===== config.mk =====
export PLATFORM = sky130hd
export DESIGN_NAME = seq_divider
export DESIGN_NICKNAME = d
export VERILOG_FILES = /design/src/rtl/seq_divider_pkg.sv /design/src/rtl/add_sub_n.sv /design/src/rtl/seq_divider.sv
export SDC_FILE = /design/constraint.sdc
export NUM_CORES = 1
export LEC_CHECK = 0
export BUFFER_PORTS_ARGS = -buffer_cell sky130_fd_sc_hd__buf_2
export CAP_MARGIN = 20
export CORE_MARGIN = 1.5
export CORE_UTILIZATION = 58
export CTS_CLUSTER_DIAMETER = 40
export DETAILED_ROUTE_END_ITERATION = 6
export GPL_TIMING_DRIVEN = 0
export PLACE_DENSITY = 0.86
export SLEW_MARGIN = 5
export SYNTH_ARGS = -nofsm -noshare
export SYNTH_HDL_FRONTEND = slang
export SYNTH_SLANG_ARGS = --single-unit

===== constraint.sdc =====
create_clock -name clk_i -period 7.1 [get_ports clk_i]
set_input_delay 0.71 -clock clk_i [delete_from_list [all_inputs] [get_ports clk_i]]
set_output_delay 0.71 -clock clk_i [all_outputs]
set_load 0.1 [all_outputs]

===== src/rtl/seq_divider_pkg.sv =====
// Shared types and helpers for the sequential restoring divider.
package seq_divider_pkg;

    typedef enum logic [1:0] {
        StIdle,
        StRun,
        StFin
    } div_state_e;

    // Bits needed to hold values 0..n-1 (at least 1 for n >= 2).
    function automatic int unsigned clog2(input int unsigned n);
        int unsigned r;
        r = 0;
        for (int unsigned i = 0; i < 32; i++) begin
            if ((64'd1 << i) < 64'(n)) begin
                r = i + 1;
            end
        end
        return r;
    endfunction

endpackage


===== src/rtl/add_sub_n.sv =====
// N-bit ripple-carry adder/subtractor; op_i=1 inverts b and injects carry-in for a - b.
module add_sub_n #(
    parameter int unsigned N = 5
) (
    input  logic [N-1:0] a_i,
    input  logic [N-1:0] b_i,
    input  logic         op_i,
    output logic [N-1:0] s_o,
    output logic         cout_o
);

    logic [N-1:0] bx;
    logic [N:0]   c;

    always_comb begin
        bx   = b_i ^ {N{op_i}};
        c    = '0;
        s_o  = '0;
        c[0] = op_i;
        for (int i = 0; i < N; i++) begin
            s_o[i]   = a_i[i] ^ bx[i] ^ c[i];
            c[i + 1] = (a_i[i] & bx[i]) | (c[i] & (a_i[i] ^ bx[i]));
        end
        // Raw carry: 1 means no borrow when subtracting.
        cout_o = c[N];
    end

endmodule


===== src/rtl/seq_divider.sv =====
// Multi-cycle unsigned restoring divider, one trial subtraction per clock.
module seq_divider
    import seq_divider_pkg::*;
#(
    parameter int unsigned WIDTH = 4
) (
    input  logic             clk_i,
    input  logic             rst_i,
    input  logic             start_i,
    input  logic [WIDTH-1:0] dividend_i,
    input  logic [WIDTH-1:0] divisor_i,
    output logic             busy_o,
    output logic             done_o,
    output logic [WIDTH-1:0] quotient_o,
    output logic [WIDTH-1:0] remainder_o,
    output logic             div_by_zero_o
);

    localparam int unsigned CntW = clog2(WIDTH);
    localparam logic [CntW-1:0] LastCnt = CntW'(WIDTH - 1);

    div_state_e       state_q, state_d;
    logic [CntW-1:0]  count_q, count_d;
    logic [WIDTH-1:0] dq_q, dq_d;
    logic [WIDTH:0]   rem_q, rem_d;
    logic [WIDTH-1:0] dvs_q, dvs_d;
    logic [WIDTH-1:0] quot_q, quot_d;
    logic [WIDTH-1:0] rmd_q, rmd_d;
    logic             dbz_q, dbz_d;

    logic [WIDTH:0]   trial;
    logic [WIDTH:0]   diff;
    logic             no_borrow;

    add_sub_n #(
        .N (WIDTH + 1)
    ) u_add_sub (
        .a_i    (trial),
        .b_i    ({1'b0, dvs_q}),
        .op_i   (1'b1),
        .s_o    (diff),
        .cout_o (no_borrow)
    );

    always_comb begin
        state_d = state_q;
        count_d = count_q;
        dq_d    = dq_q;
        rem_d   = rem_q;
        dvs_d   = dvs_q;
        quot_d  = quot_q;
        rmd_d   = rmd_q;
        dbz_d   = dbz_q;
        trial   = (rem_q << 1) | {{WIDTH{1'b0}}, dq_q[WIDTH-1]};

        unique case (state_q)
            StIdle, StFin: begin
                if (state_q == StFin) begin
                    state_d = StIdle;
                end
                // FIN accepts a new request exactly like IDLE for back-to-back use.
                if (start_i) begin
                    if (divisor_i != '0) begin
                        state_d = StRun;
                        dq_d    = dividend_i;
                        dvs_d   = divisor_i;
                        rem_d   = '0;
                        count_d = '0;
                        dbz_d   = 1'b0;
                    end else begin
                        state_d = StFin;
                        quot_d  = '1;
                        rmd_d   = dividend_i;
                        dbz_d   = 1'b1;
                    end
                end
            end
            StRun: begin
                dq_d    = {dq_q[WIDTH-2:0], no_borrow};
                rem_d   = no_borrow ? diff : trial;
                count_d = count_q + 1'b1;
                if (count_q == LastCnt) begin
                    state_d = StFin;
                    quot_d  = dq_d;
                    rmd_d   = rem_d[WIDTH-1:0];
                end
            end
            default: begin
                state_d = StIdle;
            end
        endcase
    end

    always_ff @(posedge clk_i or posedge rst_i) begin
        if (rst_i) begin
            state_q <= StIdle;
            count_q <= '0;
            dq_q    <= '0;
            rem_q   <= '0;
            dvs_q   <= '0;
            quot_q  <= '0;
            rmd_q   <= '0;
            dbz_q   <= 1'b0;
        end else begin
            state_q <= state_d;
            count_q <= count_d;
            dq_q    <= dq_d;
            rem_q   <= rem_d;
            dvs_q   <= dvs_d;
            quot_q  <= quot_d;
            rmd_q   <= rmd_d;
            dbz_q   <= dbz_d;
        end
    end

    assign busy_o        = (state_q == StRun);
    assign done_o        = (state_q == StFin);
    assign quotient_o    = quot_q;
    assign remainder_o   = rmd_q;
    assign div_by_zero_o = dbz_q;

endmodule


# Word level (Yosys, flattened, before mapping)
# Index checks and enable logic that the tools add are counted.
# word_totals
wordCells	75
inputBits	11
reg_bits	25
output_inout_bits	11
# op_classes
muxes	24
n_reduce_logical	9
add_sub_neg	1
bitwise	25
eq_ne	8
# op_table
op	n
$mux W4	11
$pmux W4 S2	4
$mux W2	6
$and A1 B1 Y1	9
$pmux W2 S2	2
$xor A1 B1 Y1	8
$ne A2 B2 Y1 const B	3
$reduce_and A3 Y1	2
$not A4 Y5	1
$or A1 B1 Y1	5
$or A5 B1 Y5	1
$eq A2 B2 Y1 const B	2
$reduce_and A2 Y1	2
$reduce_and A4 Y1	1
$reduce_bool A4 Y1	1
$ne A3 B3 Y1 const B	1
$add A2 B1 Y2 const B	1
$eq A2 B1 Y1 const B	1
$logic_not A2 Y1	1
$ne A2 B1 Y1 const B	1
$reduce_bool A2 Y1	1
$reduce_or A2 Y1	1
$mux W1	1
$not A1 Y1	1

# Logic depth before layout (Yosys ltp)
# Gate-level depths: netlist of the first run.
# logic_depth
depth_word	14
depth_mapped	9

# Hierarchy
# From an unflattened synthesis of the first run, not the netlist that was laid out.
# unflattened
cells_unflattened	123
area_unflattened_um2	1303.8
# by_module_without_submodules
module	cells_each	instances	area_each_um2
seq_divider	106	1	1134.8
add_sub_n	17	1	168.9

# Worst setup path before layout of the first run
# No wires, ideal clock.
# synth_path
path_type	register to register
from	register dq_q[3]
to	register rmd_q[3] (netlist: remainder_o[3])
stages_incl_launch_ff	10
arrival_time_ns	2.563
setup_slack_ns	4.433
t_required_ns	6.996
n_path_buf	1
path_cell_list	dfrtp_1 -> inv_1 -> ha_1 -> fa_1 -> fa_1 -> fa_1 -> nand2b_1 -> buf_1 -> mux2_2 -> a221oi_1
# synth_between
elab_chain_len	14
word_cells_on_any_way	16
# synth_lines
element	line	rtl
from (decl)	seq_divider.sv:24	logic [WIDTH-1:0] dq_q, dq_d;
from (signal assigned)	seq_divider.sv:107	dq_q <= dq_d;
$or A5 B1 Y5 *	seq_divider.sv:54	trial = (rem_q << 1) | {{WIDTH{1'b0}}, dq_q[WIDTH-1]};
$and A1 B1 Y1 / $xor A1 B1 Y1 (equally long branches)	add_sub_n.sv:22	c[i + 1] = (a_i[i] & bx[i]) | (c[i] & (a_i[i] ^ bx[i]));
$or A1 B1 Y1 *	add_sub_n.sv:22	
$and A1 B1 Y1 *	add_sub_n.sv:22	
$or A1 B1 Y1 *	add_sub_n.sv:22	
$and A1 B1 Y1 *	add_sub_n.sv:22	
$or A1 B1 Y1 *	add_sub_n.sv:22	
$and A1 B1 Y1	add_sub_n.sv:22	
$or A1 B1 Y1	add_sub_n.sv:22	
$and A1 B1 Y1	add_sub_n.sv:22	
$or A1 B1 Y1	add_sub_n.sv:22	
$mux W4 *	seq_divider.sv:80	rem_d = no_borrow ? diff : trial;
$mux W4 *	seq_divider.sv:82	if (count_q == LastCnt) begin
$pmux W4 S2 *	seq_divider.sv:56	unique case (state_q)
to (signal assigned)	seq_divider.sv:111	rmd_q <= rmd_d;
to (decl)	seq_divider.sv:28	logic [WIDTH-1:0] rmd_q, rmd_d;
# Mark *: on every way between the ends. The rest lies on a longest branch, timed or not. The select of a mux whose other input is x is not followed.
# A chain may end at the register's enable or synchronous reset.

# Final worst setup path of the first run
# Same ends and word-level chain as after synthesis.

==> results.toml, run 1 <==
[run_status]
status = "finished, final reports clean"

[global_route]
overflow = 0
met3_usage = 0.0399
gr-usage-met2 = 0.425
grt.total_usage = 0.244
grt_pass1_vias = 1049
grt_use_met1 = 0.297
grt_pass1_wl_um = 4490
grt_max_degree = 26
antenna_found_initial = 0
gr-max-usage-layer = "met2"

[floorplan]
die_h_um = 49.0
die_w_um = 49.0
pin_count = 22
start_util = 0.618
die_area_mm2 = 0.00240
core-area_mm2 = 0.00198
rows = 16

[clock_tree]
clock_path_buffers = 2
cts_max_level = 1
ctsResizeCount = 0
cts_setup_buffers = 0
insertion_delay_ns = 0.32
clk_pin_slew_ns = 0.14
numCtsBuffers = 3
cts_sinks = 25
cts-root-buf = "clkbuf_4"
hold_buffers = 0
cts_tree = "done"

[final_layout]
layout_common_cells = "dfrtp_1, buf_2, inv_1"
layout_commonest_cell = "dfrtp_1"
area_delta_synth_final_pct = 13.8
n_fill_cell = 144
finalNonFillerCells = 168
drive_above_1_share = 0.262
utilization = 0.703
layout.nets = 158
antenna-diode-count = 0

[sta]
hold_violations = 0
finalSetupViolations = 0
post-route-period-util = 0.426
rsz0062_at_grt = "no"
period_minus_slack_ns = 3.02
relSlewSlack = 0.372
tns_ns = 0
clock-skew-final_ns = 0.00549
hold_ws_ns = 0.516
fmax_ghz = 0.331
tightest_slew_ns = 0.941
finalMaxSlewViolations = 0

[logic_synthesis]
ys_types = 25
seq_area_frac_synth = 0.511
yosysTopAreaCell = "dfrtp_1"
synth-seq-cells = 25
avgSynthCellArea_um2 = 10.6
yosysWarnings = 0
syn_area_mm2 = 0.00122
syn_inst = 116
synth_edf_count = 0
synth_top_area_share = 0.511
synthFlopType = "dfrtp_1"
syn_nets = 132
synthTopCellsByArea = "dfrtp_1, mux2_2, fa_1"
async_flop_share = 1.00

[route]
route.vias.total = 981
drt-total-wl_um = 2480
drc = 0
wire_per_inst_um = 14.8
final_antenna_net_count = 0
vias_per_cell = 5.84
dr.pass1.iters = 4
drtIter0Drc = 17

[hold_path]
hold_path_depth = 2
hold_start = "div_by_zero_o"
min_to = "div_by_zero_o"
min_path_type = "reg -> reg"

[setup_path]
cp_max_fo = 6
arrival_ns = 3.24
r2r-start = "dq_q[3]"
worst-r2r-setup-slack_ns = 4.08
r2r_end = "remainder_o[3]"
critical_path_required_ns = 7.32
critical_path_class = "reg -> reg"
critPathLaunchType = "flip-flop"
rr_worst_depth = 9
end_kind = "flip-flop"

[flow_run]
maxCapViolCount = 0

[place]
place_inst = 164
place_hpwl_um = 1910
io_buffer_count = 21
globalplace.congestion = 0.835
-- synth_stat cells (3+ instances only) --
master	n
dfrtp_1	25
inv_1	11
nor2_1	10
mux2_2	8
nand2_1	8
o21ai_0	6
clkbuf_1	5
o22ai_1	5
a21oi_1	4
a221oi_1	4
a2bb2oi_1	4
a31oi_1	4
nor3_1	4
fa_1	3
nand2b_1	3
-- layout make-up --
class / count / area (um^2) / share of cell area
buffer: 7 / 27.5 / 0.0197
multi-input combinational: 73 / 531 / 0.381
timing repair buffer: 21 / 105 / 0.0754
tap: 27 / 33.8 / 0.0242
inverter: 11 / 41.3 / 0.0296
clock inverter: 1 / 7.51 / 0.00539
sequential: 25 / 626 / 0.449
clock buffer: 3 / 22.5 / 0.0162
-- worst max-delay path: stages, from the launching register on --
cell and delay [ns]:
dfrtp_1 0.38, inv_1 0.07, ha_1 0.21, fa_1 0.39
fa_1 0.40, fa_1 0.37, nand2b_1 0.07, buf_1 0.30
mux2_2 0.40, a221oi_1 0.34
-- worst max-delay path by stage --
stage,slack (ns),endpoint,startpoint
3_3_place_gp,4.23,remainder_o[3],dq_q[3]
4_1_cts,4.07,remainder_o[3],dq_q[3]
5_1_grt,3.95,remainder_o[3],dq_q[3]
2_1_floorplan,4.43,remainder_o[3],dq_q[3]
6_report,4.08,remainder_o[3],dq_q[3]
3_5_place_dp,4.12,remainder_o[3],dq_q[3]
-- metal layers --
metal  vias up  routed length [um]
met5         -                   0
li1        461                   -
met2        30                1260
met4         0                  87
met3        11                 101
met1       479                1030
-- state kept, by name, indices dropped and copies added (netlist names) --
register       count
count_q            2
div_by_zero_o      1
dq_q               4
dvs_q              4
quotient_o         4
rem_q              4
remainder_o        4
state_q            2
-- kinds of logic (layout without fill, tap and decap cells) --
| family | Yosys count | after routing | synth area share |
|---|---|---|---|
| compound gates | 29 | 29 | 0.157 |
| buf+inv | 18 | 43 | 0.0562 |
| mux | 8 | 8 | 0.0735 |
| fa+ha+maj | 5 | 5 | 0.0695 |
| simple gates | 31 | 31 | 0.133 |
| flops | 25 | 25 | 0.511 |
-- stage by stage --
stage               worst slack, ns  area (um^2)
floorplan                      4.43         1220
global placement               4.23         1360
CTS                            4.07         1390
finish                         4.08         1390
global route                   3.95         1390
detailed placement             4.12         1360
Power of run 1 is left out: the tool's default activity adds up to more than one toggle a clock period on the data nets, which glitch-free logic cannot reach.
==> inputs of run 2 (changes only) <==
--- a/config.mk
+++ b/config.mk
@@ -5,14 +5,15 @@
 export SDC_FILE = /design/constraint.sdc
 export NUM_CORES = 1
 export LEC_CHECK = 0
+export ABC_AREA = 1
 export BUFFER_PORTS_ARGS = -buffer_cell sky130_fd_sc_hd__buf_2
 export CAP_MARGIN = 20
 export CORE_MARGIN = 1.5
-export CORE_UTILIZATION = 58
+export CORE_UTILIZATION = 54
 export CTS_CLUSTER_DIAMETER = 40
 export DETAILED_ROUTE_END_ITERATION = 6
 export GPL_TIMING_DRIVEN = 0
-export PLACE_DENSITY = 0.86
+export PLACE_DENSITY = 0.81
 export SLEW_MARGIN = 5
 export SYNTH_ARGS = -nofsm -noshare
 export SYNTH_HDL_FRONTEND = slang
==> constraint.sdc (replaced) <==
create_clock -name clk_i -period 3.1 [get_ports clk_i]
set_input_delay 0.31 -clock clk_i [delete_from_list [all_inputs] [get_ports clk_i]]
set_output_delay 0.31 -clock clk_i [all_outputs]
set_load 0.1 [all_outputs]
==> results.toml, run 2 <==
[clock_tree]
insertion_delay_ns = 0.32
cts_tree = "done"
cts_max_level = 1
cts_setup_buffers = 0
numCtsBuffers = 3
clock_path_buffers = 2
clk_pin_slew_ns = 0.13
cts_sinks = 25
cts-root-buf = "clkbuf_4"

[final_layout]
layout_commonest_cell = "nand2_1"
finalNonFillerCells = 205
layout_common_cells = "nand2_1, nand3_1, dfrtp_1"
n_fill_cell = 185
area_delta_synth_final_pct = 16.0
utilization = 0.669
multiInputGateArea_um2 = 541
antenna-diode-count = 0
drive_above_1_share = 0.220
layout.nets = 194
seqCellArea_um2 = 626
finalInstanceArea_mm2 = 0.00148

[global_route]
grt_pass1_vias = 1073
grt_pass1_wl_um = 4520
overflow = 0
grt.total_usage = 0.231
antenna_found_initial = 0
grt_max_degree = 26

[hold_path]
min_path_type = "in -> reg"
hold_path_depth = 3
hold_start = "divisor_i[1]"

[floorplan]
core-area_mm2 = 0.00221
start_util = 0.576
die_w_um = 51.6
rows = 17
die_area_mm2 = 0.00266
die_h_um = 51.6
pin_count = 22

[logic_synthesis]
synth_edf_count = 0
ys_types = 20
yosysWarnings = 0
async_flop_share = 1.00
synth_top_area_share = 0.491
ys_top_cells_by_count = "nand2_1, dfrtp_1, nand3_1"
synthTopCellsByArea = "dfrtp_1, nand2_1, nand3_1"
syn_nets = 166
synth-seq-cells = 25
yosysTopAreaCell = "dfrtp_1"
synthFlopType = "dfrtp_1"
synth_most_common_cell = "nand2_1"
seq_area_frac_synth = 0.491
avgSynthCellArea_um2 = 8.50
syn_area_mm2 = 0.00127
syn_inst = 150

[setup_path]
end_kind = "flip-flop"
cp_slowest_stage_delay_ns = 0.43
critical_path_depth = 10
critical_path_required_ns = 3.37
critPathBufInv = 1
critical_path.cell_chain = "inv_1 -> ha_1 -> fa_1 -> fa_1 -> fa_1 -> nand2_1 -> nand3_1 -> nand3_1 -> nand2_1 -> nand2_1"
cp_slowest_cell = "fa_1"
critPathLaunchType = "flip-flop"
r2r-start = "dq_q[3]"
arrival_ns = 2.84
rr_worst_depth = 10
cp_max_fo = 5
crit_family = "adder cells"
cp-startpoint = "dq_q[3]"
critical_path_class = "reg -> reg"

[sta]
tns_ns = 0
rsz0062_at_grt = "no"
hold_violations = 0
fmax_ghz = 0.388
clock-skew-final_ns = 0.00360
period_minus_slack_ns = 2.58
tightest_slew_ns = 0.494
finalSetupViolations = 0
finalMaxSlewViolations = 0
post-route-period-util = 0.831
relSlewSlack = 0.669

[place]
place_hpwl_um = 1970
place_area_mm2 = 0.00142
place_inst = 199
globalplace.congestion = 0.825
io_buffer_count = 21

[route]
route.vias.total = 1093
dr.pass1.iters = 4
vias_per_cell = 5.33
drt-total-wl_um = 2760
drtIter0Drc = 38
wire_per_inst_um = 13.4
drc = 0
final_antenna_net_count = 0

[flow_run]
maxCapViolCount = 0

[run_status]
status = "finished, final reports clean"
run 2: changes by cell type after synthesis, moves of 3 or more:
cell       delta
nand3_1      +25
nand2b_1      -3
nand2_1      +34
nor3_1        -4
o22ai_1       -5
a221oi_1      -4
nand3_2       +4
clkbuf_1      -5
inv_1         +8
o21ai_1       +3
o21ai_0       -5
a2bb2oi_1     -4
mux2_2        -8
a31oi_1       -4
run 2: path summary, 6_finish.rpt:
path                                        to  slack [ns]
worst max-delay path            remainder_o[3]        0.52
worst min-delay path                  dvs_q[1]        0.22
worst max register to register  remainder_o[3]        0.52
worst min register to register  remainder_o[0]        0.49
max in group asynchronous        quotient_o[2]        2.32
min in group asynchronous       remainder_o[2]        0.41
run 2: cell type report:
cell class                      count  share of cell area
Clock buffer                        4              0.0178
Tap cell                           28              0.0237
Multi-Input combinational cell    101               0.365
Buffer                              3              0.0203
Timing Repair Buffer               23              0.0964
Sequential cell                    25               0.423
Inverter                           21              0.0533
run 2: timing repair:
action	in CTS	in global routing
endpoints found under the hold margin	0	2
hold buffers	0	1
gates resized for setup	0	0
run 2: routing by layer:
| metal | track usage | vias to the layer above | share of wire |
|---|---|---|---|
| li1 | - | 529 | - |
| met1 | 0.279 | 520 | 0.43 |
| met2 | 0.402 | 36 | 0.50 |
| met3 | 0.0575 | 8 | 0.050 |
| met4 | 0.0789 | 0 | 0.021 |
| met5 | 0 | - | 0 |
run 2: kinds of logic (layout without fill, tap and decap cells):
group / after synthesis / in the layout / share of synthesized area
flops: 25 / 25 / 0.491
buf+inv: 24 / 51 / 0.0854
compound gates: 12 / 12 / 0.0540
fa+ha+maj: 5 / 5 / 0.0667
simple gates: 84 / 84 / 0.303
run 2: tightest hold or removal path, cell delays in order:
cell and delay [ns]:
buf_2 0.08, nand3_1 0.06, nand2_1 0.06
run 2: stage by stage:
| stage | hold slack, ns | setup WS (ns) |
|---|---|---|
| floorplan | 0.337 | 0.881 |
| global placement | 0.457 | 0.745 |
| detailed placement | 0.460 | 0.591 |
| CTS | 0.200 | 0.531 |
| global route | 0.238 | 0.402 |
| finish | 0.222 | 0.523 |
Power of run 2 is left out for the same reason.
